==> config.mk <==
export PLATFORM = sky130hd
export DESIGN_NAME = led_colour_sequencer
export DESIGN_NICKNAME = d
export VERILOG_FILES = /design/src/rtl/led_colour_sequencer_pkg.sv /design/src/rtl/led_colour_sequencer_rate_tick.sv /design/src/rtl/led_colour_sequencer.sv
export SDC_FILE = /design/constraint.sdc
export NUM_CORES = 1
export LEC_CHECK = 0
export CAP_MARGIN = 15
export CORE_MARGIN = 2
export CORE_UTILIZATION = 40
export CTS_BUF_LIST = sky130_fd_sc_hd__clkbuf_16
export DETAILED_ROUTE_END_ITERATION = 8
export DONT_BUFFER_PORTS = 1
export PLACE_DENSITY = 0.63
export SETUP_SLACK_MARGIN = 0.5
export SLEW_MARGIN = 30
export SYNTH_ARGS = -nofsm -noshare
export SYNTH_HDL_FRONTEND = slang
export SYNTH_SLANG_ARGS = --single-unit
export TNS_END_PERCENT = 20
==> constraint.sdc <==
create_clock -name clk -period 4.15 [get_ports clk]
set_input_delay 0.2075 -clock clk [delete_from_list [all_inputs] [get_ports clk]]
set_output_delay 0.2075 -clock clk [all_outputs]
set_load 0.05 [all_outputs]
==> src/rtl/led_colour_sequencer_pkg.sv <==
// Shared definitions for the LED colour sequencer: FSM state encodings
// and direction codes.
package led_colour_sequencer_pkg;

  typedef enum logic [1:0] {
    IDLE     = 2'd0,
    RUN      = 2'd1,
    WAIT_REL = 2'd2
  } state_t;

  localparam logic DIR_UP = 1'b0;
  localparam logic DIR_DN = 1'b1;

endpackage

==> src/rtl/led_colour_sequencer_rate_tick.sv <==
// Step-rate prescaler. In continuous mode the sequencer steps when the
// counter is zero, reloads it with rate, and counts down in between.
module led_colour_sequencer_rate_tick #(
  parameter int RATE_W = 8
) (
  input  logic              clk,
  input  logic              rst,
  input  logic              clr,
  input  logic              load,
  input  logic              dec,
  input  logic [RATE_W-1:0] rate,
  output logic              zero
);

  localparam logic [RATE_W-1:0] ONE = RATE_W'(1);

  logic [RATE_W-1:0] cnt;

  // Counter: clear wins over reload, reload wins over decrement.
  always_ff @(posedge clk or posedge rst) begin
    if (rst) begin
      cnt <= '0;
    end else if (clr) begin
      cnt <= '0;
    end else if (load) begin
      cnt <= rate;
    end else if (dec) begin
      cnt <= cnt - ONE;
    end
  end

  assign zero = (cnt == '0);

endmodule

==> src/rtl/led_colour_sequencer.sv <==
// LED colour sequencer: steps a WIDTH-bit colour code through
// MIN_VAL..MAX_VAL, up or down, continuously at a programmable rate or
// one step per button press, with synchronous clear and a wrap pulse.
//
// Handshake: none. button is a level input sampled on every rising edge;
// colour and wrap are registered and valid every cycle.
module led_colour_sequencer
  import led_colour_sequencer_pkg::*;
#(
  parameter int WIDTH   = 3,
  parameter int MIN_VAL = 1,
  parameter int MAX_VAL = 6,
  parameter int RATE_W  = 8
) (
  input  logic              clk,
  input  logic              rst,
  input  logic              button,
  input  logic              mode,
  input  logic              dir,
  input  logic [RATE_W-1:0] rate,
  input  logic              clear,
  output logic [WIDTH-1:0]  colour,
  output logic              wrap
);

  localparam logic [WIDTH-1:0] MIN_C = WIDTH'(MIN_VAL);
  localparam logic [WIDTH-1:0] MAX_C = WIDTH'(MAX_VAL);
  localparam logic [WIDTH-1:0] ONE_C = WIDTH'(1);

  // Reject a range that is empty or does not fit in WIDTH bits.
  if (!(MIN_VAL >= 0 && MIN_VAL < MAX_VAL && MAX_VAL <= (2**WIDTH) - 1)) begin : g_bad_params
    $error("led_colour_sequencer: illegal MIN_VAL/MAX_VAL/WIDTH combination");
  end

  state_t           state;
  state_t           state_nx;
  logic             btn_q;
  logic             step;
  logic             cnt_load;
  logic             cnt_dec;
  logic             cnt_clr;
  logic             cnt_zero;
  logic [WIDTH-1:0] colour_nx;
  logic             wrap_nx;

  led_colour_sequencer_rate_tick #(
    .RATE_W (RATE_W)
  ) u_rate_tick (
    .clk  (clk),
    .rst  (rst),
    .clr  (cnt_clr),
    .load (cnt_load),
    .dec  (cnt_dec),
    .rate (rate),
    .zero (cnt_zero)
  );

  // FSM state register.
  always_ff @(posedge clk or posedge rst) begin
    if (rst) begin
      state <= IDLE;
    end else begin
      state <= state_nx;
    end
  end

  // Next state and step/prescaler control; clear suppresses any step.
  always_comb begin
    state_nx = state;
    step     = 1'b0;
    cnt_load = 1'b0;
    cnt_dec  = 1'b0;
    cnt_clr  = 1'b0;
    case (state)
      IDLE: begin
        if (button && !mode) begin
          // First high sample steps at once; the period starts here.
          step     = 1'b1;
          cnt_load = 1'b1;
          state_nx = RUN;
        end else if (button && mode && !btn_q) begin
          step     = 1'b1;
          state_nx = WAIT_REL;
        end
      end
      RUN: begin
        if (!button || mode) begin
          cnt_clr  = 1'b1;
          state_nx = IDLE;
        end else if (cnt_zero) begin
          step     = 1'b1;
          cnt_load = 1'b1;
        end else begin
          cnt_dec = 1'b1;
        end
      end
      WAIT_REL: begin
        if (!button) begin
          state_nx = IDLE;
        end
      end
      default: begin
        state_nx = IDLE;
      end
    endcase
    if (clear) begin
      step    = 1'b0;
      cnt_clr = 1'b1;
    end
  end

  // Candidate next colour and wrap flag for a step in the current direction.
  always_comb begin
    colour_nx = colour;
    wrap_nx   = 1'b0;
    if (dir == DIR_DN) begin
      if (colour == MIN_C) begin
        colour_nx = MAX_C;
        wrap_nx   = 1'b1;
      end else begin
        colour_nx = colour - ONE_C;
      end
    end else begin
      if (colour == MAX_C) begin
        colour_nx = MIN_C;
        wrap_nx   = 1'b1;
      end else begin
        colour_nx = colour + ONE_C;
      end
    end
  end

  // Colour and wrap registers; wrap is high only on a wrapping step.
  always_ff @(posedge clk or posedge rst) begin
    if (rst) begin
      colour <= MIN_C;
      wrap   <= 1'b0;
    end else if (clear) begin
      colour <= MIN_C;
      wrap   <= 1'b0;
    end else if (step) begin
      colour <= colour_nx;
      wrap   <= wrap_nx;
    end else begin
      wrap <= 1'b0;
    end
  end

  // Button delayed one cycle for rising-edge detection.
  always_ff @(posedge clk or posedge rst) begin
    if (rst) begin
      btn_q <= 1'b0;
    end else begin
      btn_q <= button;
    end
  end

endmodule

==> results.md, run 1 <==
* Run status: completed
* HPWL after detailed placement at 1910 µm
* Clock Tree Buf Depth at 2
* Post-detailed-route wirelength per cell at 17.9 µm
* Total via count after detailed routing at 1004
* Die width at 56.9 µm
* Fill cell instance count of the final layout at 270
* Total placed instance area at 1140 µm²
* Finish-stage setup viols at 0
* Number of nets with antenna violations after routing at 0
* Normalized max-slew margin at 0.566
* Die outline area at 3230 µm²
* Syn. warnings at 0
* Register area at 377 µm²
* Fraction of registers with async set/reset at 1.00
* Peak supply drop at 0.000229 V
* Upper clock frequency limit at 463 MHz
* End of the worst register-to-register path: u_rate_tick.cnt[3]
* Total net switching power at 0.146 mW
* Sw Share at 0.304
* Synth top area share at 0.314
* R2R depth at 6
* Share of total power in sequential cells at 0.390
* End point of the most critical hold path: colour[1]
* Number of antenna violations at the first check in global routing at 0
* Critical path fanouts, max at 10
* Cell type with the largest total area after synthesis: sky130_fd_sc_hd__dfrtp_1
* Launch instance of the worst min-delay path: clear
* Total Routed Length at 2760 µm
* Post-CTS setup buffer count at 0
* # diodes at 0
* Vias in the first global route at 990
* Initial detailed-routing violation count at 51
* Worst setup path category: reg2reg
* Routability-driven placement congestion ratio at 0.799
* Number of buffers created by CTS at 3
* Post-synthesis instance total at 122
* Launch instance of the worst register-to-register path: u_rate_tick.cnt[0]
* Share of the clock period used by the worst path after layout at 0.521
* Synthesis-to-layout area growth at 11.3%
* Number of core rows at 19
* Number of pins exceeding their max-slew limit in the final report at 0
* PD cells at 385 nW/µm²
* Final sum of negative setup slack at 0 ns
* Overall track demand over capacity in global routing at 0.179
* Combinational family with the most area after synthesis: compound AO/OA/AOI/OAI gates
* CTS Root Buffer Type: sky130_fd_sc_hd__clkbuf_16
* Cells taking the most area after synthesis: sky130_fd_sc_hd__dfrtp_1, sky130_fd_sc_hd__ha_1, sky130_fd_sc_hd__a221o_1
* Setup slack on the worst flop-to-flop path at 1.99 ns
* Number of nets in the layout at 144
* Top FF cell, synth: sky130_fd_sc_hd__dfrtp_1
* Number of nets produced by synthesis at 142
* Post-layout min period at 2.16 ns
* RSZ-0062 raised after global routing: false
* Detailed-route vias per instance at 6.52
* Number of synthesized register bits at 15
* Sort of element at the start of the critical path: register
* Worst path required time at 4.33 ns
* Cell internal power dissipation at 0.333 mW
* H-Tree Level Count at 1
* Share of power burned in combinational logic at 0.219
* Grt total ovfl at 0
* Clk slew on worst S/H paths at 0.05 ns
* Final routed DRC violation total at 0
* Static Leak at 0.520 nW
* Kind of path behind the tightest hold check: in2reg
* Unique masters post-synth at 44
* Starting density of the core at 0.412
* WP data arrival at 2.34 ns
* Adder-cell share of the synthesized area at 0.0672
* Synth Cell Area at 1120 µm²
* Total count of hold-check failures in the final report at 0
* CTS sink count at 15
* Largest net degree at the start of global routing at 16
* Hold-critical path depth at 1
* Share of synthesized area occupied by flip-flops and latches at 0.337
* Boundary pin count at 18
* Crit end category: register
* Per-instance average area after synthesis at 9.16 µm²
* CTS tree: built
* Transition time of the tightest slew-check pin at 0.648 ns
* Count of port buffers added during placement at 0
* EDFF count, synth at 0
* Fraction of layout instances using a drive strength above 1 at 0.0894
* First-pass iteration count of the detailed router at 4
* Area of the core region at 2710 µm²
* Multiplexer share of the synthesized area at 0.00896
* Synthesized-area fraction occupied by ao, oa, aoi and oai cells at 0.273
* Max-cap check violation count at 0
* Clk pwr share at 0.391
* Xor-xnor portion of the synthesized cell area at 0
* Multi-input logic area at 684 µm²
* Floorplan die height at 56.9 µm
* Final Skew at 0.00386 ns
* Post-route cell area at 1240 µm²
* Post-Synth Simple-Gate Area at 0.245
* Worst-skew pair later-pin latency at 0.25 ns
* Global-route wire length before repair at 4500 µm
-- what timing repair did --
action                                 CTS  global route
resized for setup                        0             0
hold buffers                             2             0
endpoints found under the hold margin   15             0
-- metal layers --
metal  part of all wire  track usage
met4              0.011       0.0598
met5                  0            0
met3              0.079       0.0461
met2               0.50        0.319
met1               0.42        0.206
-- registers in the layout, summed over array words and instances (netlist names) --
register,count
state,2
colour,3
btn_q,1
u_rate_tick.cnt,8
wrap,1
-- final cells by class --
type,count,area share
timing repair buffer,2,0.0161
inverter,12,0.0362
clock inverter,1,0.00302
clock buffer,3,0.0604
sequential,15,0.303
multi-input combinational,90,0.550
tap,31,0.0312
-- worst max path at each step --
stage	from	end	slack, ns	depth (start not counted)
after global placement	state[1]	colour[1]	1.93	4
after CTS	state[1]	u_rate_tick.cnt[3]	1.95	4
after floorplan	u_rate_tick.cnt[0]	u_rate_tick.cnt[2]	2.24	6
final	u_rate_tick.cnt[0]	u_rate_tick.cnt[3]	1.99	6
after detailed placement	state[1]	u_rate_tick.cnt[3]	1.98	4
after global routing	u_rate_tick.cnt[1]	u_rate_tick.cnt[3]	1.90	6
-- cell usage after synthesis, types with 2 or more instances --
| master | count |
|---|---|
| sky130_fd_sc_hd__o21ai_0 | 3 |
| sky130_fd_sc_hd__inv_1 | 11 |
| sky130_fd_sc_hd__ha_1 | 6 |
| sky130_fd_sc_hd__clkbuf_1 | 2 |
| sky130_fd_sc_hd__dfrtp_1 | 14 |
| sky130_fd_sc_hd__nor3_1 | 4 |
| sky130_fd_sc_hd__nand2b_1 | 4 |
| sky130_fd_sc_hd__nor4b_1 | 2 |
| sky130_fd_sc_hd__nor2_1 | 7 |
| sky130_fd_sc_hd__and2_1 | 7 |
| sky130_fd_sc_hd__a211oi_1 | 3 |
| sky130_fd_sc_hd__a211o_1 | 2 |
| sky130_fd_sc_hd__a221oi_1 | 3 |
| sky130_fd_sc_hd__nand3_1 | 3 |
| sky130_fd_sc_hd__a21oi_1 | 8 |
| sky130_fd_sc_hd__nand4_1 | 2 |
| sky130_fd_sc_hd__nand2_1 | 2 |
| sky130_fd_sc_hd__o22ai_1 | 6 |
| sky130_fd_sc_hd__or3_1 | 2 |
| sky130_fd_sc_hd__nor3b_1 | 3 |
| sky130_fd_sc_hd__a221o_1 | 5 |
-- logic make-up (layout without fill, tap and decap cells) --
kind of cell | count (synthesis) | after routing
AOI/OAI and AO/OA | 40 | 40
adders and majority gates | 6 | 6
buffers and inverters | 17 | 18
DFF | 15 | 15
muxes | 1 | 1
and+or+nand+nor | 43 | 43
-- through the flow --
stage	setup WS (ns)	hold WS (ns)	power, mW	utilization	std cells
after global placement	1.93	0.203	0.288	0.417	148
after CTS	1.95	0.0205	0.481	0.456	154
after detailed placement	1.98	0.210	0.291	0.419	148
final	1.99	0.0244	0.479	0.459	154
after global routing	1.90	0.0157	0.505	0.459	154
after floorplan	2.24	0.108	0.271	-	122
-- power by group through the flow --
| stage | Combinational, mW | Clock, mW | Sequential (mW) |
|---|---|---|---|
| after CTS | 0.104 | 0.190 | 0.187 |
| after detailed placement | 0.102 | 0 | 0.189 |
| after global routing | 0.117 | 0.198 | 0.190 |
| final | 0.105 | 0.187 | 0.187 |
| after global placement | 0.0999 | 0 | 0.188 |
| after floorplan | 0.0878 | 0 | 0.183 |
-- cell usage in the layout, fill, tap and decap left out, types with 4 or more instances in the layout --
cell type	Yosys	routed
sky130_fd_sc_hd__nor2_1	7	7
sky130_fd_sc_hd__inv_1	11	12
sky130_fd_sc_hd__and2_1	7	7
sky130_fd_sc_hd__ha_1	6	6
sky130_fd_sc_hd__nor3_1	4	4
sky130_fd_sc_hd__a221o_1	5	5
sky130_fd_sc_hd__nand2b_1	4	4
sky130_fd_sc_hd__a21oi_1	8	8
sky130_fd_sc_hd__o22ai_1	6	6
sky130_fd_sc_hd__dfrtp_1	14	14
-- critical path, stage by stage, from the launching register on --
cell,delay [ns]
sky130_fd_sc_hd__dfrtp_1,0.42
sky130_fd_sc_hd__inv_1,0.10
sky130_fd_sc_hd__ha_1,0.19
sky130_fd_sc_hd__or4b_1,0.52
sky130_fd_sc_hd__o21ai_4,0.30
sky130_fd_sc_hd__and2_1,0.35
sky130_fd_sc_hd__a221o_1,0.21
No activity file was read; power rests on OpenSTA's default activity.
==> run 2: changes to the inputs <==
--- a/config.mk
+++ b/config.mk
@@ -11,7 +11,7 @@
 export CTS_BUF_LIST = sky130_fd_sc_hd__clkbuf_16
 export DETAILED_ROUTE_END_ITERATION = 8
 export DONT_BUFFER_PORTS = 1
-export PLACE_DENSITY = 0.63
+export PLACE_DENSITY = 0.65
 export SETUP_SLACK_MARGIN = 0.5
 export SLEW_MARGIN = 30
 export SYNTH_ARGS = -nofsm -noshare
==> constraint.sdc (replaced) <==
create_clock -name clk -period 1.8 [get_ports clk]
set_input_delay 0.09 -clock clk [delete_from_list [all_inputs] [get_ports clk]]
set_output_delay 0.09 -clock clk [all_outputs]
set_load 0.05 [all_outputs]
==> results.md, run 2 (synthesis results as in run 1) <==
* Run status: complete, but fails checks
* Failing checks: negative setup slack
* Number of buffer and inverter instances along the worst setup path at 1 (unchanged)
* Finish-stage setup viols at 8 (+8)
* Leading cell type in the layout, fill and taps excluded: sky130_fd_sc_hd__buf_4
* Max-cap check violation count at 0 (unchanged)
* Total via count after detailed routing at 1179 (+17%)
* Share of the clock period used by the worst path after layout at 1.10 (+0.581)
* Register bank with the most flops: u_rate_tick.cnt
* Biggest regs: u_rate_tick.cnt x8, colour x3, state x2
* Area of the core region at 2710 µm² (unchanged)
* Sort of element at the start of the critical path: register
* WP data arrival at 2.11 ns (-0.23 ns)
* HPWL after detailed placement at 2080 µm (+8.8%)
* Fraction of layout instances using a drive strength above 1 at 0.399 (+0.309)
* H-Tree Level Count at 1 (unchanged)
* Final routed DRC violation total at 0 (unchanged)
* Post-detailed-route wirelength per cell at 17.8 µm (-0.83%)
* Clk pwr share at 0.337 (-0.054)
* Cell internal power dissipation at 0.877 mW (+160%)
* Initial detailed-routing violation count at 68 (+33%)
* Clk slew on worst S/H paths at 0.05 ns (about the same)
* Final Skew at 0.000667 ns (-0.00319 ns)
* Critical path fanouts, max at 3 (-7)
* Final core area utilization at 0.594 (+0.135)
* Kind of path behind the tightest hold check: in2reg
* Number of nets with antenna violations after routing at 0 (unchanged)
* CTS sink count at 15 (unchanged)
* Clock Tree Buf Depth at 2 (unchanged)
* Boundary pin count at 18 (unchanged)
* Vias in the first global route at 1150 (+16%)
* Starting density of the core at 0.412 (unchanged)
* Number of buffers created by CTS at 3 (unchanged)
* Die width at 56.9 µm (unchanged)
* # diodes at 0 (unchanged)
* Grt total ovfl at 0 (unchanged)
* Critical-path cell list: inv_2, ha_4, or4b_4, o211ai_1, o22ai_1, a221o_1
* Static Leak at 0.704 nW (+35%)
* PD cells at 788 nW/µm² (+100%)
* Routability-driven placement congestion ratio at 0.887 (+11%)
* Number of pins exceeding their max-slew limit in the final report at 0 (unchanged)
* Normalized max-slew margin at 0.609 (+0.0432)
* Flip-flop count of the largest register after layout at 8 (unchanged)
* Total Routed Length at 3360 µm (+22%)
* First-pass iteration count of the detailed router at 4 (unchanged)
* Leading cell types in the layout, fill and taps excluded: sky130_fd_sc_hd__buf_4, sky130_fd_sc_hd__dfrtp_1, sky130_fd_sc_hd__inv_1
* Share of power burned in combinational logic at 0.355 (+0.136)
* RSZ-0062 raised after global routing: true
* Number of core rows at 19 (unchanged)
* Number of nets in the layout at 179 (+24%)
* Count of port buffers added during placement at 0 (unchanged)
* Transition time of the tightest slew-check pin at 0.585 ns (-0.0627 ns)
* Overall track demand over capacity in global routing at 0.210 (+0.0315)
* Peak supply drop at 0.000433 V (+89%)
* CTS tree: built
* Synthesis-to-layout area growth at 44.0%
* Global-route wire length before repair at 5240 µm (+16%)
* Floorplan die height at 56.9 µm (unchanged)
* Worst setup path category: reg2reg
* Total count of hold-check failures in the final report at 0 (unchanged)
* Number of antenna violations at the first check in global routing at 0 (unchanged)
* Die outline area at 3230 µm² (unchanged)
* Sw Share at 0.308 (+0.00388)
* Total net switching power at 0.390 mW (+170%)
* Post-route worst setup slack at -0.183 ns (-2.17 ns)
* Largest net degree at the start of global routing at 16 (unchanged)
* Detailed-route vias per instance at 6.24 (-4.3%)
* Top cell family by delay on the critical path: compound AO/OA/AOI/OAI gates
* Upper clock frequency limit at 504 MHz (+9.0%)
* Largest stage delay on the critical path at 0.50 ns (-0.02 ns)
* CTS Root Buffer Type: sky130_fd_sc_hd__clkbuf_16
* Final sum of negative setup slack at -0.794 ns (-0.794 ns)
* Worst-skew pair later-pin latency at 0.25 ns (about the same)
* Post-layout min period at 1.98 ns (-0.178 ns)
* Crit end category: register
* Worst path required time at 1.93 ns (-2.40 ns)
* Cell with the largest stage delay on the worst path: sky130_fd_sc_hd__or4b_4
* Share of total power in sequential cells at 0.307 (-0.083)
==> run 2: cell types whose count changed in the layout (fill, tap and decap cells not counted), moves of 2 or more <==
cell,previous run,this run
sky130_fd_sc_hd__buf_4,0,32
sky130_fd_sc_hd__a221oi_1,3,0
sky130_fd_sc_hd__a221oi_2,0,3
sky130_fd_sc_hd__ha_1,6,4
sky130_fd_sc_hd__ha_4,0,2
sky130_fd_sc_hd__inv_1,12,10
sky130_fd_sc_hd__inv_2,1,3
==> run 2: path summary, 6_finish.rpt <==
| path | cells past startpoint | to | slack (ns) | startpoint |
|---|---|---|---|---|
| hold / removal | 1 | u_rate_tick.cnt[2] | 0.005 | rate[2] |
| min in group asynchronous | 2 | wrap | 0.35 | rst |
| hold reg to reg | 2 | state[1] | 0.58 | state[0] |
| setup reg to reg | 6 | u_rate_tick.cnt[5] | -0.18 | u_rate_tick.cnt[1] |
| setup / recovery | 6 | u_rate_tick.cnt[5] | -0.18 | u_rate_tick.cnt[1] |
| max in group asynchronous | 2 | state[1] | 1.07 | rst |
==> run 2: worst register-to-register path, stage by stage, from the launching register on <==
cell	delay [ns]
sky130_fd_sc_hd__dfrtp_1	0.39
sky130_fd_sc_hd__inv_2	0.08
sky130_fd_sc_hd__ha_4	0.13
sky130_fd_sc_hd__or4b_4	0.50
sky130_fd_sc_hd__o211ai_1	0.31
sky130_fd_sc_hd__o22ai_1	0.15
sky130_fd_sc_hd__a221o_1	0.32
==> run 2: power by group through the flow <==
stage / Sequential (mW) / Combinational (mW) / Clock (mW)
floorplan: 0.423 / 0.207 / 0
global placement: 0.392 / 0.351 / 0
detailed placement: 0.393 / 0.355 / 0
CTS: 0.389 / 0.408 / 0.433
global route: 0.393 / 0.485 / 0.445
finish: 0.390 / 0.450 / 0.427
==> run 2: repair_timing <==
| item | CTS | global route |
|---|---|---|
| gates resized for setup | 15 | 7 |
| pin swaps | 16 | 6 |
| cloned | 0 | 1 |
| hold buffers | 3 | 0 |
| endpoints found under the hold margin | 19 | 0 |
| setup endpoints to repair | 12 | 12 |
| setup buffers | 6 | 2 |
==> run 2: metal layers <==
metal / up-vias / global-route usage / wire [µm]
met5: - / 0 / 0
met2: 46 / 0.362 / 1730
met1: 573 / 0.247 / 1330
met4: 0 / 0.126 / 155
met3: 17 / 0.0253 / 136
li1: 543 / - / -
==> run 2: final cells by class <==
type	count	area, µm²
Timing Repair Buffer	36	282
Inverter	12	45.0
Sequential cell	15	377
Tap cell	31	38.8
Multi-Input combinational cell	91	788
Fill cell	234	1100
Clock buffer	3	75.1
Clock inverter	1	3.75
==> run 2: per-stage QoR <==
step | power [mW] | setup WS [ns] | cells | hold slack (ns) | cell area [µm²]
after floorplan | 0.630 | -0.102 | 122 | -0.00924 | 1120
after global placement | 0.743 | -0.141 | 173 | 0.0793 | 1320
after detailed placement | 0.748 | -0.192 | 173 | 0.0740 | 1320
after CTS | 1.23 | -0.135 | 186 | 0.00806 | 1540
after global routing | 1.32 | -0.250 | 189 | 0.0182 | 1610
final | 1.27 | -0.183 | 189 | 0.00481 | 1610
